$ cat src/rtl/wb_retire_stage_pkg.sv
// wb_retire_stage_pkg
// Shared types for the writeback/retire stage: datapath word and register
// index types, the retire-FSM state encoding and the writeback source select.
// No ports (package).
package wb_retire_stage_pkg;

    typedef logic [31:0] word_t;
    typedef logic [4:0]  regbits_t;

    typedef enum logic [1:0] {
        RUN    = 2'd0,
        DRAIN  = 2'd1,
        HALTED = 2'd2
    } wb_state_t;

    typedef enum logic [1:0] {
        WB_ALU = 2'b00,
        WB_MEM = 2'b01,
        WB_PC4 = 2'b10,
        WB_IMM = 2'b11
    } wb_src_t;

    // Drain counter width; covers the legal DRAIN_CYC range 1..15.
    localparam int DRAIN_CNT_W = 4;

endpackage

$ cat src/rtl/wb_retire_stage_halt_fsm.sv
// wb_halt_fsm
// Halt sequencing for the retire stage. A valid halt slot moves RUN->DRAIN,
// DRAIN counts down DRAIN_CYC cycles, then HALTED holds until reset.
// Ports:
//   clk, rst  : clock, synchronous active-high reset
//   slot_v    : WB slot valid (not a bubble)
//   halt_i    : halt instruction in WB
//   run       : combinational, state is RUN
//   halt      : registered, state is HALTED (one edge behind the state)
module wb_halt_fsm
    import wb_retire_stage_pkg::*;
#(
    parameter int DRAIN_CYC = 2
) (
    input  logic clk,
    input  logic rst,
    input  logic slot_v,
    input  logic halt_i,
    output logic run,
    output logic halt
);

    wb_state_t              state_q, state_d;
    logic [DRAIN_CNT_W-1:0] cnt_q, cnt_d;
    logic                   halt_q, halt_d;

    always_comb begin
        state_d = state_q;
        cnt_d   = cnt_q;
        // Registered from the current state so halt trails HALTED by one edge.
        halt_d  = (state_q == HALTED);
        case (state_q)
            RUN: begin
                if (slot_v && halt_i) begin
                    state_d = DRAIN;
                    cnt_d   = DRAIN_CNT_W'(DRAIN_CYC - 1);
                end
            end
            DRAIN: begin
                if (cnt_q == '0) state_d = HALTED;
                else             cnt_d   = cnt_q - 1'b1;
            end
            HALTED: ;
            default: state_d = RUN;
        endcase
    end

    always_ff @(posedge clk) begin
        if (rst) begin
            state_q <= RUN;
            cnt_q   <= '0;
            halt_q  <= 1'b0;
        end else begin
            state_q <= state_d;
            cnt_q   <= cnt_d;
            halt_q  <= halt_d;
        end
    end

    assign run  = (state_q == RUN);
    assign halt = halt_q;

endmodule

$ cat src/rtl/wb_retire_stage.sv
// wb_retire_stage
// Writeback/retire stage fed by the MEM/WB pipeline register. Selects the
// writeback word, drives the register-file write port with zero latency,
// keeps a registered copy of the last write for EX forwarding, and
// sequences processor halt through wb_halt_fsm.
// Optional feature macro: WB_RETIRE_CNT_EN adds the retire_cnt port/counter.
// Ports:
//   CLK, RST                    : clock, synchronous active-high reset
//   imm_i/pc4_i/OutputPort_i/
//   dmemload_i                  : candidate writeback words
//   wsel_i, RegWr_i, MemToReg_i : destination, write request, source select
//   halt_i, stopread_i          : halt in WB, bubble marker (1 = invalid)
//   WEN, wsel, wdat             : register-file write port
//   fwd_valid/fwd_sel/fwd_data  : registered last write for forwarding
//   halt                        : sticky halt
//   retire_cnt                  : retired instruction count (optional)
module wb_retire_stage
    import wb_retire_stage_pkg::*;
#(
    parameter int DRAIN_CYC = 2,
    parameter int CNT_W     = 32
) (
    input  logic        CLK,
    input  logic        RST,
    input  logic [31:0] imm_i,
    input  logic [31:0] pc4_i,
    input  logic [31:0] OutputPort_i,
    input  logic [31:0] dmemload_i,
    input  logic [4:0]  wsel_i,
    input  logic        RegWr_i,
    input  logic [1:0]  MemToReg_i,
    input  logic        halt_i,
    input  logic        stopread_i,
    output logic        WEN,
    output logic [4:0]  wsel,
    output logic [31:0] wdat,
    output logic        fwd_valid,
    output logic [4:0]  fwd_sel,
    output logic [31:0] fwd_data,
    output logic        halt
`ifdef WB_RETIRE_CNT_EN
    ,
    output logic [CNT_W-1:0] retire_cnt
`endif
);

    logic     slot_v;
    logic     run;
    word_t    wb_word;
    logic     fwd_valid_q, fwd_valid_d;
    regbits_t fwd_sel_q, fwd_sel_d;
    word_t    fwd_data_q, fwd_data_d;

    assign slot_v = ~stopread_i;

    wb_halt_fsm #(.DRAIN_CYC(DRAIN_CYC)) u_halt_fsm (
        .clk    (CLK),
        .rst    (RST),
        .slot_v (slot_v),
        .halt_i (halt_i),
        .run    (run),
        .halt   (halt)
    );

    always_comb begin
        wb_word = OutputPort_i;
        case (wb_src_t'(MemToReg_i))
            WB_ALU:  wb_word = OutputPort_i;
            WB_MEM:  wb_word = dmemload_i;
            WB_PC4:  wb_word = pc4_i;
            WB_IMM:  wb_word = imm_i;
            default: wb_word = OutputPort_i;
        endcase
    end

    // The halt instruction itself never writes; RST masks the port so a
    // reset edge cannot commit a stale slot.
    assign WEN  = run & ~RST & slot_v & RegWr_i & ~halt_i & (wsel_i != 5'd0);
    assign wsel = wsel_i;
    assign wdat = wb_word;

    always_comb begin
        fwd_valid_d = 1'b0;
        fwd_sel_d   = fwd_sel_q;
        fwd_data_d  = fwd_data_q;
        if (run) begin
            fwd_valid_d = WEN;
            fwd_sel_d   = wsel_i;
            fwd_data_d  = wb_word;
        end
    end

    always_ff @(posedge CLK) begin
        if (RST) begin
            fwd_valid_q <= 1'b0;
            fwd_sel_q   <= '0;
            fwd_data_q  <= '0;
        end else begin
            fwd_valid_q <= fwd_valid_d;
            fwd_sel_q   <= fwd_sel_d;
            fwd_data_q  <= fwd_data_d;
        end
    end

    assign fwd_valid = fwd_valid_q;
    assign fwd_sel   = fwd_sel_q;
    assign fwd_data  = fwd_data_q;

`ifdef WB_RETIRE_CNT_EN
    logic [CNT_W-1:0] retire_cnt_q, retire_cnt_d;

    // Every valid slot in RUN retires, including halt and non-writing ops.
    always_comb begin
        retire_cnt_d = retire_cnt_q;
        if (run && slot_v) retire_cnt_d = retire_cnt_q + 1'b1;
    end

    always_ff @(posedge CLK) begin
        if (RST) retire_cnt_q <= '0;
        else     retire_cnt_q <= retire_cnt_d;
    end

    assign retire_cnt = retire_cnt_q;
`endif

endmodule
$ cat config.mk
export PLATFORM = sky130hd
export DESIGN_NAME = wb_retire_stage
export DESIGN_NICKNAME = d
export VERILOG_FILES = /design/src/rtl/wb_retire_stage_pkg.sv /design/src/rtl/wb_retire_stage_halt_fsm.sv /design/src/rtl/wb_retire_stage.sv
export SDC_FILE = /design/constraint.sdc
export NUM_CORES = 1
export LEC_CHECK = 0
export CAP_MARGIN = 5
export CORE_UTILIZATION = 23
export DETAILED_ROUTE_END_ITERATION = 10
export PLACE_DENSITY = 0.59
export SETUP_SLACK_MARGIN = 0.02
export SLEW_MARGIN = 20
export SYNTH_ARGS = -nofsm -noshare
export SYNTH_HDL_FRONTEND = slang
export SYNTH_SLANG_ARGS = --single-unit
$ cat constraint.sdc
create_clock -name CLK -period 1.5 [get_ports CLK]
set_clock_uncertainty 0.1 [all_clocks]
set_input_delay 0.225 -clock CLK [delete_from_list [all_inputs] [get_ports CLK]]
set_output_delay 0.225 -clock CLK [all_outputs]
set_load 0.01 [all_outputs]
==> flow_results.xml <==
<?xml version="1.0" encoding="UTF-8"?>
<metrics>
  <group name="timing">
    <metric name="tightest_slew" unit="ps">286</metric>
    <metric name="setup-violations-final" unit="">3</metric>
    <metric name="clock.fmax" unit="MHz">656</metric>
    <metric name="count_of_final_max_slew_check_failures" unit="">0</metric>
    <metric name="final_period_minus_worst_setup_slack" unit="ps">1520</metric>
    <metric name="post-route-worst-setup-slack" unit="ps">-24.9</metric>
    <metric name="slew-limit-headroom" unit="">0.807</metric>
    <metric name="post-route-period-util" unit="">1.02</metric>
    <metric name="total_neg_setup_slack" unit="ps">-42.9</metric>
    <metric name="grt_setup_unrepaired" unit="">true</metric>
    <metric name="hold_viol" unit="">0</metric>
  </group>
  <group name="placed_design">
    <metric name="port-buffer-count" unit="">216</metric>
    <metric name="placed_cells_incl_taps" unit="">735</metric>
    <metric name="gp_congestion" unit="">0.758</metric>
    <metric name="dpl.hpwl" unit="um">8470</metric>
    <metric name="post_dp_cell_area" unit="um2">5620</metric>
    <metric name="dp_slack" unit="ps">-721</metric>
  </group>
  <group name="grt">
    <metric name="grt_use_total" unit="">0.174</metric>
    <metric name="maximum_number_of_pins_on_one_net_before_global_route_repair" unit="">39</metric>
    <metric name="first_global_vias" unit="">3609</metric>
    <metric name="grt_first_pass_wirelength" unit="um">18000</metric>
    <metric name="globalRoute.totalOverflow" unit="">0</metric>
    <metric name="grt_antenna_before_repair" unit="">0</metric>
  </group>
  <group name="worst_setup_path">
    <metric name="slowest_delay" unit="ps">290</metric>
    <metric name="startpoint_type" unit="">input pin</metric>
    <metric name="critical_path.slowest_cell" unit="">sky130_fd_sc_hd__mux2_4</metric>
    <metric name="path_max_fanout" unit="">6</metric>
    <metric name="worstPathCellList" unit="">buf_16 &gt; buf_12 &gt; buf_12 &gt; mux2_4 &gt; nor2_1 &gt; a21oi_1 &gt; buf_2</metric>
    <metric name="critical_path.most_common_cell" unit="">sky130_fd_sc_hd__buf_12</metric>
    <metric name="crit_path_end_kind" unit="">primary output</metric>
    <metric name="crit_arrival" unit="ps">1200</metric>
    <metric name="timing.critical_path.max_delay_family" unit="">buffers and inverters</metric>
    <metric name="critPathBufInv" unit="">4</metric>
    <metric name="worstPathRequired" unit="ps">1170</metric>
    <metric name="critical_path_class" unit="">input pin to primary output</metric>
  </group>
  <group name="clocking">
    <metric name="htree_levels" unit="">2</metric>
    <metric name="cts_root_buffer" unit="">sky130_fd_sc_hd__clkbuf_16</metric>
    <metric name="worst_skew_pair.late_latency" unit="ps">280</metric>
    <metric name="clk_transition_reported_paths" unit="ps">70</metric>
    <metric name="cts_inserted_buffers" unit="">5</metric>
    <metric name="tritoncts" unit="">done</metric>
    <metric name="cts.path.max_buffers" unit="">2</metric>
    <metric name="clk_sinks" unit="">45</metric>
    <metric name="cts_hold_buf" unit="">0</metric>
  </group>
  <group name="pwr">
    <metric name="power_frac_seq" unit="">0.302</metric>
    <metric name="power.share.switching" unit="">0.273</metric>
    <metric name="pwr_density_cell" unit="nW/um2">724</metric>
    <metric name="clock_network_fraction_of_total_power" unit="">0.312</metric>
    <metric name="power.leakage" unit="nW">3.00</metric>
    <metric name="comb_power_share" unit="">0.386</metric>
    <metric name="p_sw" unit="W">0.00124</metric>
    <metric name="p_int" unit="W">0.00329</metric>
    <metric name="irDropWorstVdd" unit="mV">0.464</metric>
  </group>
  <group name="final_layout">
    <metric name="stdcell_area" unit="um2">6260</metric>
    <metric name="most_frequent_cells_in_the_layout" unit="">100 x sky130_fd_sc_hd__dlygate4sd2_1, 93 x sky130_fd_sc_hd__buf_4, 69 x sky130_fd_sc_hd__clkdlybuf4s50_1</metric>
    <metric name="multiInputGateArea" unit="um2">2000</metric>
    <metric name="stdcell_count" unit="">775</metric>
    <metric name="seq_area" unit="um2">905</metric>
    <metric name="syn_to_final_growth" unit="%">124</metric>
    <metric name="commonest_non_fill_non_tap_cell_in_the_layout" unit="">sky130_fd_sc_hd__dlygate4sd2_1</metric>
    <metric name="finish.net_count" unit="">772</metric>
    <metric name="nFillCells" unit="">1116</metric>
    <metric name="num_antenna_cells" unit="">0</metric>
    <metric name="final_layout_size_suffix_gt1_frac" unit="">0.384</metric>
    <metric name="postLayoutCoreUtil" unit="">0.539</metric>
  </group>
  <group name="floorplanning">
    <metric name="floorplan.die.height" unit="um">112</metric>
    <metric name="num_io_pins" unit="">217</metric>
    <metric name="floorplan.die.width" unit="um">112</metric>
    <metric name="fp.dieArea" unit="um2">12600</metric>
    <metric name="floorplan.rows" unit="">39</metric>
    <metric name="design.core.area" unit="um2">11600</metric>
    <metric name="floorplan.initialDensity" unit="">0.241</metric>
  </group>
  <group name="synth">
    <metric name="async_flop_share" unit="">0</metric>
    <metric name="synth_ff_type" unit="">sky130_fd_sc_hd__dfxtp_1</metric>
    <metric name="syn-mean-instance-area" unit="um2">8.69</metric>
    <metric name="area_contributors_post_synth" unit="">sky130_fd_sc_hd__dfxtp_1 32%, sky130_fd_sc_hd__mux2_2 13%, sky130_fd_sc_hd__mux2i_1 11%</metric>
    <metric name="netlist.top_cell.by_area" unit="">sky130_fd_sc_hd__dfxtp_1</metric>
    <metric name="netlist-cell-type-count" unit="">35</metric>
    <metric name="synth_largest_type_area_fraction" unit="">0.322</metric>
    <metric name="ys.warnings.count" unit="">0</metric>
    <metric name="synth_fp_nets" unit="">463</metric>
    <metric name="post_syn_area" unit="um2">2800</metric>
    <metric name="syn_inst" unit="">322</metric>
    <metric name="seq_area_frac_synth" unit="">0.322</metric>
    <metric name="synth_enable_flop_cells" unit="">0</metric>
    <metric name="synth-seq-cells" unit="">45</metric>
  </group>
  <group name="route">
    <metric name="route.final.wire_length" unit="um">12100</metric>
    <metric name="wl_per_cell" unit="um">15.6</metric>
    <metric name="drt_pass1_iterations" unit="">8</metric>
    <metric name="ant_nets" unit="">0</metric>
    <metric name="route.detailed.drc" unit="">19</metric>
    <metric name="routed_via_density" unit="">4.62</metric>
    <metric name="drt_first_iter_violations" unit="">142</metric>
    <metric name="num_vias" unit="">3583</metric>
  </group>
  <group name="worst_hold_path">
    <metric name="hold_path_class" unit="">input pin to flop</metric>
  </group>
  <group name="outcome">
    <metric name="violations" unit="">design-rule violations, negative setup slack</metric>
    <metric name="run_status" unit="">complete, but fails checks</metric>
  </group>
  <group name="run">
    <metric name="cap_violations" unit="">0</metric>
  </group>
</metrics>
[cell type report]
type / instances / area share
timing repair buffer: 332 / 0.475
multi-input combinational: 244 / 0.320
sequential: 45 / 0.145
tap: 143 / 0.0286
clock buffer: 5 / 0.0200
clock inverter: 3 / 0.0104
inverter: 3 / 0.00180
[power by group through the flow]
| stage | logic (W) | registers (W) | clock network (W) |
|---|---|---|---|
| 2_1_floorplan | 0.000546 | 0.00145 | 0 |
| 3_3_place_gp | 0.00167 | 0.00139 | 0 |
| 3_5_place_dp | 0.00168 | 0.00140 | 0 |
| 4_1_cts | 0.00163 | 0.00137 | 0.00147 |
| 5_1_grt | 0.00188 | 0.00138 | 0.00150 |
| 6_report | 0.00175 | 0.00137 | 0.00142 |
[sequential cells by signal, summed over array words and instances, names as in the netlist]
name	cells
fwd_data	32
u_halt_fsm.state_q	2
fwd_sel	5
u_halt_fsm.halt	1
u_halt_fsm.cnt_q	4
fwd_valid	1
[worst register-to-register path: cells and delay by family, from the launching register on]
| kind | cells | cell delay, ps |
|---|---|---|
| buf+inv | 1 | 70 |
| fa+ha+maj | 1 | 130 |
| compound gates | 2 | 350 |
| flops | 1 | 320 |
| simple gates | 1 | 380 |
[logic make-up after synthesis]
group                      share of synthesized area
AOI/OAI and AO/OA                              0.232
adders and majority gates                    0.00447
buffers and inverters                         0.0796
DFF                                            0.322
muxes                                          0.243
and+or+nand+nor                                0.118
[final timing paths]
path	start	depth (start not counted)	slack, ps	to
max	MemToReg_i[0]	7	-20	wdat[0]
min	wsel_i[3]	4	190	fwd_sel[3]
max reg2reg	u_halt_fsm.cnt_q[1]	5	80	u_halt_fsm.cnt_q[0]
min reg2reg	fwd_sel[4]	2	360	fwd_sel[4]
[synthesized netlist by cell type (2+ instances only)]
master	instances
sky130_fd_sc_hd__mux2i_1	32
sky130_fd_sc_hd__nor4_1	2
sky130_fd_sc_hd__nor2_1	38
sky130_fd_sc_hd__clkbuf_1	5
sky130_fd_sc_hd__buf_4	7
sky130_fd_sc_hd__nor2b_1	2
sky130_fd_sc_hd__a22oi_1	32
sky130_fd_sc_hd__or4_1	2
sky130_fd_sc_hd__mux2_2	32
sky130_fd_sc_hd__o21ai_0	10
sky130_fd_sc_hd__inv_1	3
sky130_fd_sc_hd__dfxtp_1	45
sky130_fd_sc_hd__o21ai_1	23
sky130_fd_sc_hd__nand2_1	11
sky130_fd_sc_hd__buf_6	8
sky130_fd_sc_hd__buf_2	10
sky130_fd_sc_hd__a21oi_1	42
[timing repair]
action / 4_1_cts / 5_1_grt
gates cloned: 0 / 5
buffers inserted: 19 / 8
endpoints found under the setup margin: 104 / 67
pin swaps: 36 / 12
gates resized for setup: 307 / 58
[layer usage]
layer  part of all wire  up-vias  global-route usage  routed length [um]
li1                   -     1794                   -                   -
met1               0.41     1643               0.196                4900
met2               0.51      144               0.333                6130
met3              0.083        2              0.0454                1010
met4             0.0040        0              0.0284                  48
met5                  0        -                   0                   0
[metrics by stage]
step                      hold slack [ps]  total power (W)
after floorplan                       261          0.00200
after global placement                343          0.00306
after detailed placement              356          0.00308
after CTS                             299          0.00447
after global routing                  205          0.00476
final                                 193          0.00453
No activity file was read; power rests on OpenSTA's default activity.
